--- config.mk ---
export PLATFORM = sky130hd
export DESIGN_NAME = axil_regfile_flat
export DESIGN_NICKNAME = d
export VERILOG_FILES = /design/src/rtl/axil_regfile_pkg.sv /design/src/rtl/axil_regfile_if.sv /design/src/rtl/axil_regfile_decode.sv /design/src/rtl/axil_regfile.sv /design/src/flat_wrapper.sv
export SDC_FILE = /design/constraint.sdc
export NUM_CORES = 1
export LEC_CHECK = 0
export ABC_AREA = 1
export BUFFER_PORTS_ARGS = -buffer_cell sky130_fd_sc_hd__buf_2
export CORE_AREA = 4 4 447 449
export CTS_BUF_LIST = sky130_fd_sc_hd__clkbuf_8
export DETAILED_ROUTE_END_ITERATION = 8
export DIE_AREA = 0 0 451 453
export PLACE_DENSITY = 0.41
export REMOVE_ABC_BUFFERS = 1
export SLEW_MARGIN = 20
export SYNTH_ARGS = -nofsm -noshare
export SYNTH_HDL_FRONTEND = slang
export SYNTH_SLANG_ARGS = --single-unit
export TNS_END_PERCENT = 10
--- constraint.sdc ---
create_clock -name clk -period 19.2 [get_ports clk]
set_clock_uncertainty 0.15 [all_clocks]
set_input_delay 1.92 -clock clk [delete_from_list [all_inputs] [get_ports clk]]
set_output_delay 1.92 -clock clk [all_outputs]
set_load 0.01 [all_outputs]
--- src/rtl/axil_regfile_pkg.sv ---
// Shared types and helpers for the AXI-Lite register file: response codes,
// write/read channel state encodings and register-index width.
package axil_regfile_pkg;

  localparam logic [1:0] OKAY   = 2'b00;
  localparam logic [1:0] SLVERR = 2'b10;

  typedef enum logic [2:0] {
    W_IDLE,
    W_HAVE_A,
    W_HAVE_W,
    W_COMMIT,
    W_RESP
  } w_state_e;

  typedef enum logic {
    R_IDLE,
    R_DATA
  } r_state_e;

  // Width of a register index; never narrower than one bit.
  function automatic int unsigned idx_width(input int unsigned num_regs);
    return (num_regs > 2) ? $clog2(num_regs) : 1;
  endfunction

endpackage

--- src/rtl/axil_regfile_if.sv ---
// AXI-Lite bus bundle for the register file; master drives requests, slave responds.
interface axil_regfile_if #(
  parameter int unsigned ADDR_WIDTH = 8,
  parameter int unsigned DATA_WIDTH = 32
) ();

  logic [ADDR_WIDTH-1:0]   awaddr;
  logic                    awvalid;
  logic                    awready;

  logic [DATA_WIDTH-1:0]   wdata;
  logic [DATA_WIDTH/8-1:0] wstrb;
  logic                    wvalid;
  logic                    wready;

  logic [1:0]              bresp;
  logic                    bvalid;
  logic                    bready;

  logic [ADDR_WIDTH-1:0]   araddr;
  logic                    arvalid;
  logic                    arready;

  logic [DATA_WIDTH-1:0]   rdata;
  logic [1:0]              rresp;
  logic                    rvalid;
  logic                    rready;

  modport master (
    output awaddr, awvalid, input awready,
    output wdata, wstrb, wvalid, input wready,
    input  bresp, bvalid, output bready,
    output araddr, arvalid, input arready,
    input  rdata, rresp, rvalid, output rready
  );

  modport slave (
    input  awaddr, awvalid, output awready,
    input  wdata, wstrb, wvalid, output wready,
    output bresp, bvalid, input bready,
    input  araddr, arvalid, output arready,
    output rdata, rresp, rvalid, input rready
  );

endinterface

--- src/rtl/axil_regfile_decode.sv ---
// Byte address to register index decode with range and read-only classification.
module axil_regfile_decode
  import axil_regfile_pkg::*;
#(
  parameter int unsigned          DATA_WIDTH = 32,
  parameter int unsigned          ADDR_WIDTH = 8,
  parameter int unsigned          NUM_REGS   = 16,
  parameter logic [NUM_REGS-1:0]  RO_MASK    = '0
) (
  input  logic [ADDR_WIDTH-1:0]            addr,
  output logic [idx_width(NUM_REGS)-1:0]   idx,
  output logic                             in_range,
  output logic                             ro
);

  localparam int unsigned SHIFT = $clog2(DATA_WIDTH / 8);
  localparam int unsigned IDX_W = idx_width(NUM_REGS);

  logic [ADDR_WIDTH-1:0] word;

  assign word     = addr >> SHIFT;
  assign idx      = word[IDX_W-1:0];
  // NUM_REGS is a power of two, so any bit above the index means out of range.
  assign in_range = ((word >> IDX_W) == '0);
  assign ro       = in_range && RO_MASK[idx];

endmodule

--- src/rtl/axil_regfile.sv ---
// AXI-Lite slave register file with byte strobes, read-only slots fed from ro_d,
// and a per-register commit strobe. One write and one read may be in flight.
module axil_regfile
  import axil_regfile_pkg::*;
#(
  parameter int unsigned          DATA_WIDTH = 32,
  parameter int unsigned          ADDR_WIDTH = 8,
  parameter int unsigned          NUM_REGS   = 16,
  parameter logic [NUM_REGS-1:0]  RO_MASK    = '0
) (
  input  logic                             clk,
  input  logic                             reset,
  axil_regfile_if.slave                    bus,
  output logic [NUM_REGS*DATA_WIDTH-1:0]   reg_q,
  input  logic [NUM_REGS*DATA_WIDTH-1:0]   ro_d,
  output logic [NUM_REGS-1:0]              wr_pulse
);

  localparam int unsigned STRB_W = DATA_WIDTH / 8;
  localparam int unsigned IDX_W  = idx_width(NUM_REGS);

  // Keeps readies low until the first clock edge after reset is released.
  logic live_q;

  w_state_e              w_state_q, w_state_d;
  logic [ADDR_WIDTH-1:0] aw_addr_q, aw_addr_d;
  logic [DATA_WIDTH-1:0] w_data_q, w_data_d;
  logic [STRB_W-1:0]     w_strb_q, w_strb_d;
  logic [1:0]            bresp_q, bresp_d;
  logic [NUM_REGS-1:0]   wr_pulse_q, wr_pulse_d;

  r_state_e              r_state_q, r_state_d;
  logic [DATA_WIDTH-1:0] rdata_q, rdata_d;
  logic [1:0]            rresp_q, rresp_d;

  logic [DATA_WIDTH-1:0] regs_q   [NUM_REGS];
  logic [DATA_WIDTH-1:0] regs_d   [NUM_REGS];
  logic [DATA_WIDTH-1:0] ro_words [NUM_REGS];

  logic [IDX_W-1:0] wr_idx, rd_idx;
  logic             wr_in_range, wr_ro, rd_in_range, rd_ro;
  logic             aw_hs, w_hs, ar_hs;

  axil_regfile_decode #(
    .DATA_WIDTH (DATA_WIDTH),
    .ADDR_WIDTH (ADDR_WIDTH),
    .NUM_REGS   (NUM_REGS),
    .RO_MASK    (RO_MASK)
  ) u_wr_decode (
    .addr     (aw_addr_q),
    .idx      (wr_idx),
    .in_range (wr_in_range),
    .ro       (wr_ro)
  );

  axil_regfile_decode #(
    .DATA_WIDTH (DATA_WIDTH),
    .ADDR_WIDTH (ADDR_WIDTH),
    .NUM_REGS   (NUM_REGS),
    .RO_MASK    (RO_MASK)
  ) u_rd_decode (
    .addr     (bus.araddr),
    .idx      (rd_idx),
    .in_range (rd_in_range),
    .ro       (rd_ro)
  );

  for (genvar i = 0; i < NUM_REGS; i++) begin : g_flat
    assign reg_q[i*DATA_WIDTH +: DATA_WIDTH] = regs_q[i];
    assign ro_words[i]                       = ro_d[i*DATA_WIDTH +: DATA_WIDTH];
  end

  assign bus.awready = live_q && (w_state_q == W_IDLE || w_state_q == W_HAVE_W);
  assign bus.wready  = live_q && (w_state_q == W_IDLE || w_state_q == W_HAVE_A);
  assign bus.bvalid  = (w_state_q == W_RESP);
  assign bus.bresp   = bresp_q;
  assign bus.arready = live_q && (r_state_q == R_IDLE);
  assign bus.rvalid  = (r_state_q == R_DATA);
  assign bus.rdata   = rdata_q;
  assign bus.rresp   = rresp_q;
  assign wr_pulse    = wr_pulse_q;

  assign aw_hs = bus.awvalid && bus.awready;
  assign w_hs  = bus.wvalid && bus.wready;
  assign ar_hs = bus.arvalid && bus.arready;

  always_comb begin
    w_state_d  = w_state_q;
    aw_addr_d  = aw_addr_q;
    w_data_d   = w_data_q;
    w_strb_d   = w_strb_q;
    bresp_d    = bresp_q;
    wr_pulse_d = '0;
    regs_d     = regs_q;

    if (aw_hs) begin
      aw_addr_d = bus.awaddr;
    end
    if (w_hs) begin
      w_data_d = bus.wdata;
      w_strb_d = bus.wstrb;
    end

    unique case (w_state_q)
      W_IDLE: begin
        if (aw_hs && w_hs) begin
          w_state_d = W_COMMIT;
        end else if (aw_hs) begin
          w_state_d = W_HAVE_A;
        end else if (w_hs) begin
          w_state_d = W_HAVE_W;
        end
      end
      W_HAVE_A: begin
        if (w_hs) begin
          w_state_d = W_COMMIT;
        end
      end
      W_HAVE_W: begin
        if (aw_hs) begin
          w_state_d = W_COMMIT;
        end
      end
      W_COMMIT: begin
        w_state_d = W_RESP;
        if (!wr_in_range || wr_ro) begin
          bresp_d = SLVERR;
        end else begin
          bresp_d            = OKAY;
          wr_pulse_d[wr_idx] = 1'b1;
          for (int b = 0; b < STRB_W; b++) begin
            if (w_strb_q[b]) begin
              regs_d[wr_idx][8*b +: 8] = w_data_q[8*b +: 8];
            end
          end
        end
      end
      W_RESP: begin
        if (bus.bready) begin
          w_state_d = W_IDLE;
        end
      end
      default: w_state_d = W_IDLE;
    endcase
  end

  always_comb begin
    r_state_d = r_state_q;
    rdata_d   = rdata_q;
    rresp_d   = rresp_q;

    unique case (r_state_q)
      R_IDLE: begin
        if (ar_hs) begin
          r_state_d = R_DATA;
          if (!rd_in_range) begin
            rdata_d = '0;
            rresp_d = SLVERR;
          end else begin
            // regs_q is the pre-commit value when a write lands on the same edge.
            rdata_d = rd_ro ? ro_words[rd_idx] : regs_q[rd_idx];
            rresp_d = OKAY;
          end
        end
      end
      R_DATA: begin
        if (bus.rready) begin
          r_state_d = R_IDLE;
        end
      end
    endcase
  end

  always_ff @(posedge clk or posedge reset) begin
    if (reset) begin
      live_q     <= 1'b0;
      w_state_q  <= W_IDLE;
      aw_addr_q  <= '0;
      w_data_q   <= '0;
      w_strb_q   <= '0;
      bresp_q    <= OKAY;
      wr_pulse_q <= '0;
      for (int i = 0; i < NUM_REGS; i++) begin
        regs_q[i] <= '0;
      end
    end else begin
      live_q     <= 1'b1;
      w_state_q  <= w_state_d;
      aw_addr_q  <= aw_addr_d;
      w_data_q   <= w_data_d;
      w_strb_q   <= w_strb_d;
      bresp_q    <= bresp_d;
      wr_pulse_q <= wr_pulse_d;
      for (int i = 0; i < NUM_REGS; i++) begin
        regs_q[i] <= regs_d[i];
      end
    end
  end

  always_ff @(posedge clk or posedge reset) begin
    if (reset) begin
      r_state_q <= R_IDLE;
      rdata_q   <= '0;
      rresp_q   <= OKAY;
    end else begin
      r_state_q <= r_state_d;
      rdata_q   <= rdata_d;
      rresp_q   <= rresp_d;
    end
  end

endmodule

--- src/flat_wrapper.sv ---
// flat-port wrapper written by rule: the top's interface ports become plain ports
module axil_regfile_flat import axil_regfile_pkg::*;
#(
  parameter int unsigned          DATA_WIDTH = 32,
  parameter int unsigned          ADDR_WIDTH = 8,
  parameter int unsigned          NUM_REGS   = 16,
  parameter logic [NUM_REGS-1:0]  RO_MASK    = '0
)
  (clk, reset, reg_q, ro_d, wr_pulse, bus_awaddr, bus_awvalid, bus_awready, bus_wdata, bus_wstrb, bus_wvalid, bus_wready, bus_bresp, bus_bvalid, bus_bready, bus_araddr, bus_arvalid, bus_arready, bus_rdata, bus_rresp, bus_rvalid, bus_rready);
  axil_regfile_if #(.ADDR_WIDTH(ADDR_WIDTH), .DATA_WIDTH(DATA_WIDTH)) bus_i ();
  input  logic clk;
  input  logic reset;
  output logic [NUM_REGS*DATA_WIDTH-1:0] reg_q;
  input  logic [NUM_REGS*DATA_WIDTH-1:0] ro_d;
  output logic [NUM_REGS-1:0] wr_pulse;
  input wire logic [$bits(bus_i.awaddr)-1:0] bus_awaddr;
  input wire logic [$bits(bus_i.awvalid)-1:0] bus_awvalid;
  output wire logic [$bits(bus_i.awready)-1:0] bus_awready;
  input wire logic [$bits(bus_i.wdata)-1:0] bus_wdata;
  input wire logic [$bits(bus_i.wstrb)-1:0] bus_wstrb;
  input wire logic [$bits(bus_i.wvalid)-1:0] bus_wvalid;
  output wire logic [$bits(bus_i.wready)-1:0] bus_wready;
  output wire logic [$bits(bus_i.bresp)-1:0] bus_bresp;
  output wire logic [$bits(bus_i.bvalid)-1:0] bus_bvalid;
  input wire logic [$bits(bus_i.bready)-1:0] bus_bready;
  input wire logic [$bits(bus_i.araddr)-1:0] bus_araddr;
  input wire logic [$bits(bus_i.arvalid)-1:0] bus_arvalid;
  output wire logic [$bits(bus_i.arready)-1:0] bus_arready;
  output wire logic [$bits(bus_i.rdata)-1:0] bus_rdata;
  output wire logic [$bits(bus_i.rresp)-1:0] bus_rresp;
  output wire logic [$bits(bus_i.rvalid)-1:0] bus_rvalid;
  input wire logic [$bits(bus_i.rready)-1:0] bus_rready;
  assign bus_i.awaddr = bus_awaddr;
  assign bus_i.awvalid = bus_awvalid;
  assign bus_awready = bus_i.awready;
  assign bus_i.wdata = bus_wdata;
  assign bus_i.wstrb = bus_wstrb;
  assign bus_i.wvalid = bus_wvalid;
  assign bus_wready = bus_i.wready;
  assign bus_bresp = bus_i.bresp;
  assign bus_bvalid = bus_i.bvalid;
  assign bus_i.bready = bus_bready;
  assign bus_i.araddr = bus_araddr;
  assign bus_i.arvalid = bus_arvalid;
  assign bus_arready = bus_i.arready;
  assign bus_rdata = bus_i.rdata;
  assign bus_rresp = bus_i.rresp;
  assign bus_rvalid = bus_i.rvalid;
  assign bus_i.rready = bus_rready;
  axil_regfile #(.DATA_WIDTH(DATA_WIDTH), .ADDR_WIDTH(ADDR_WIDTH), .NUM_REGS(NUM_REGS), .RO_MASK(RO_MASK)) u_core (.clk(clk), .reset(reset), .bus(bus_i), .reg_q(reg_q), .ro_d(ro_d), .wr_pulse(wr_pulse));
endmodule
==> run metrics <==
status=finished clean; Die W=451 microns; synth top area cells=dfrtp_1 (53%), nand2_1 (18%), nand3_1 (6.8%); Seq/Total Area, Yosys=0.5336; synthesis-to-layout area growth=29.33%; Worst EP arrival=6.03 ns; number of global-route vias before repair=25,380; CTS resizes=0; Max-Cap Viols=0; Flop pwr share=0.381; Leak Pwr=18.97 nW; synth warn=0; GPL Wtd Cong=0.7938; final setup vio count=0; postcts setup bufs=0; Clock Sinks=609; worst min-delay path category=register to register; Final min period=between 5 and 6 ns; Synth top cells by count=nand2_1 (1,335), dfrtp_1 (609), inv_1 (438), nand3_1 (387), o21ai_1 (260); internal power=~2.9 mW; DP HPWL=109,700 microns; share of cells above drive strength 1=0.2102; mapped cell area=about 29,000 sq um; Iter 0 DRT Violations=about 2,000; Tot GR Track Use=0.1466; post-route ant nets=0; Die Footprint=204,300 sq um; top cell type's share of synthesized area=0.5336; Post-CTS Hold Buffers=0; Cells after Synth=between 3,000 and 4,000; setup TNS=0 ns; FFs w/ async S/R, synth=1.000; actual slew at the worst max-slew pin=around 1.1 ns; IO Pins=roughly 1,100; CP Class=input pin to async pin; number of synthesized flops with an enable pin=0; Main synth FF type=dfrtp_1; Clock Tree Root=clkbuf_8; Slew Viols, Final=0; Post-Syn Area per Cell=a little under 8 sq um; Worst slew margin=0.2875; Starting Density=0.1456; Core Util, Final=0.1883; Worst VDD drop=71.60 uV; drt pass-1 iters=5; Critical Path Fanout Max=a little over 90; vias per inst=about 3.8; register bit total from synthesis=about 610; highest clock rate=187.1 MHz; clock network fraction of total power=0.289; Final Hold Viols=0; gr ovfl total=0; Buffers on Ports=621; Hold WS=0.3171 ns; top-count cell post-synth=nand2_1; sw frac=0.4240; Yosys cell types=31; Power Density=approximately 140 nW/um^2; Clock Latency Late Sink=0.87 ns; Clock Path Buffers=3; core area=a little under 200,000 sq um; H-tree levels=4; CP endpoint kind=async pin; clock buffer count from CTS=133; final WL=between 150,000 and 200,000 microns; top cell type by total area after synthesis=dfrtp_1; initial antenna violation count=13; Clk pin slew, worst setup/hold paths=0.05 ns; detailed-route via count=~27,000; RSZ-0062 raised after global routing=no; Worst Path Required=19.89 ns; DRC violations left=0; final net count=4,805; combinational share of power=0.330; row cnt=163; WL/cell=22.09 microns; CTS tree=yes; startpoint types=input pin; pin count of the biggest net entering global routing=137; die height=453 microns; filler cell count=22,520; first-pass GRT wire length=210,000 microns; final worst path period share=0.2784; Psw=2.171 mW
## critical path, stage by stage
cell   delay (ns)
buf_2        0.13
inv_8        0.47
buf_4        0.78
buf_4        0.79
buf_4        0.77
buf_4        0.81
## cells by family after synthesis
kind of cell           after synthesis  synth area share
and+or+nand+nor                   1842            0.2737
buffers and inverters              659           0.09310
DFF                                609            0.5336
AOI/OAI and AO/OA                  554           0.09774
muxes                                4          0.001577
other                                2         0.0002630
## final timing paths
| path | from | endpoint | cells after the start | slack [ns] |
|---|---|---|---|---|
| setup / recovery | reset | u_core.reg_q[48] | 6 | 13.85 |
| hold reg to reg | u_core.aw_addr_q[6] | u_core.aw_addr_q[6] | 2 | 0.32 |
| hold / removal | u_core.aw_addr_q[6] | u_core.aw_addr_q[6] | 2 | 0.32 |
| max in group clk | bus_araddr[2] | u_core.bus.rdata[4] | 10 | 14.88 |
| setup reg to reg | u_core.w_state_q[2] | u_core.reg_q[16] | 7 | 16.23 |
| min in group asynchronous | reset | u_core.w_data_q[2] | 2 | 1.01 |
## flip-flops by register name, indices dropped and copies added (netlist names)
signal / count
u_core.reg_q: 512
u_core.bus.rdata: 32
u_core.w_strb_q: 4
u_core.wr_pulse: 16
u_core.w_data_q: 32
u_core.w_state_q: 3
u_core.bus.bresp: 1
u_core.bus.rresp: 1
u_core.aw_addr_q: 6
u_core.live_q: 1
u_core.bus.rvalid: 1
## routing by layer
layer,GRT usage,share of wire,vias to the layer above
li1,-,-,12690
met1,0.1672,0.39,12900
met2,0.2550,0.50,756
met3,0.02919,0.043,280
met4,0.08412,0.065,0
met5,0,0,-
## cell type report
cell class / instances / area, sq um / share of cell area
Clock inverter: 72 / 494.2 / 0.01338
Clock buffer: 158 / 2175 / 0.05887
Tap cell: 2640 / 3303 / 0.08943
Antenna cell: 8 / 20.02 / 0.0005420
Timing Repair Buffer: 647 / 3338 / 0.09038
Multi-Input combinational cell: 2403 / 10690 / 0.2893
Sequential cell: 609 / 15240 / 0.4126
Inverter: 440 / 1682 / 0.04553
## layout by cell type (no fill, tap or decap), drive strengths merged, types with 10 or more instances in the layout
cell / Yosys / final
nand2: 1376 / 1376
inv: 440 / 493
a21oi: 36 / 36
o21ai: 518 / 518
nor2: 59 / 59
clkbuf: 147 / 158
dfrtp: 609 / 609
nand3: 389 / 389
nor3: 10 / 10
buf: 72 / 647
## through the flow
stage / instances / setup slack, ns / total power, mW / instance area (sq um)
finish: 6977 / 13.85 / 5.121 / 36940
global route: 6973 / 13.22 / 5.473 / 36930
CTS: 6969 / 13.65 / 5.251 / 36910
detailed placement: 6739 / 12.65 / 3.719 / 34240
global placement: 6739 / 12.68 / 3.699 / 34240
floorplan: 3452 / 0.07993 / 2.743 / 27560
## power by group through the flow
stage	clock network, mW	logic (mW)	registers, mW
after floorplan	0	0.683	2.06
after global placement	0	1.74	1.96
after detailed placement	0	1.75	1.97
after CTS	1.55	1.75	1.95
after global routing	1.60	1.88	2.00
final	1.48	1.69	1.95
Note: power is estimated with default switching activity, not from simulation.
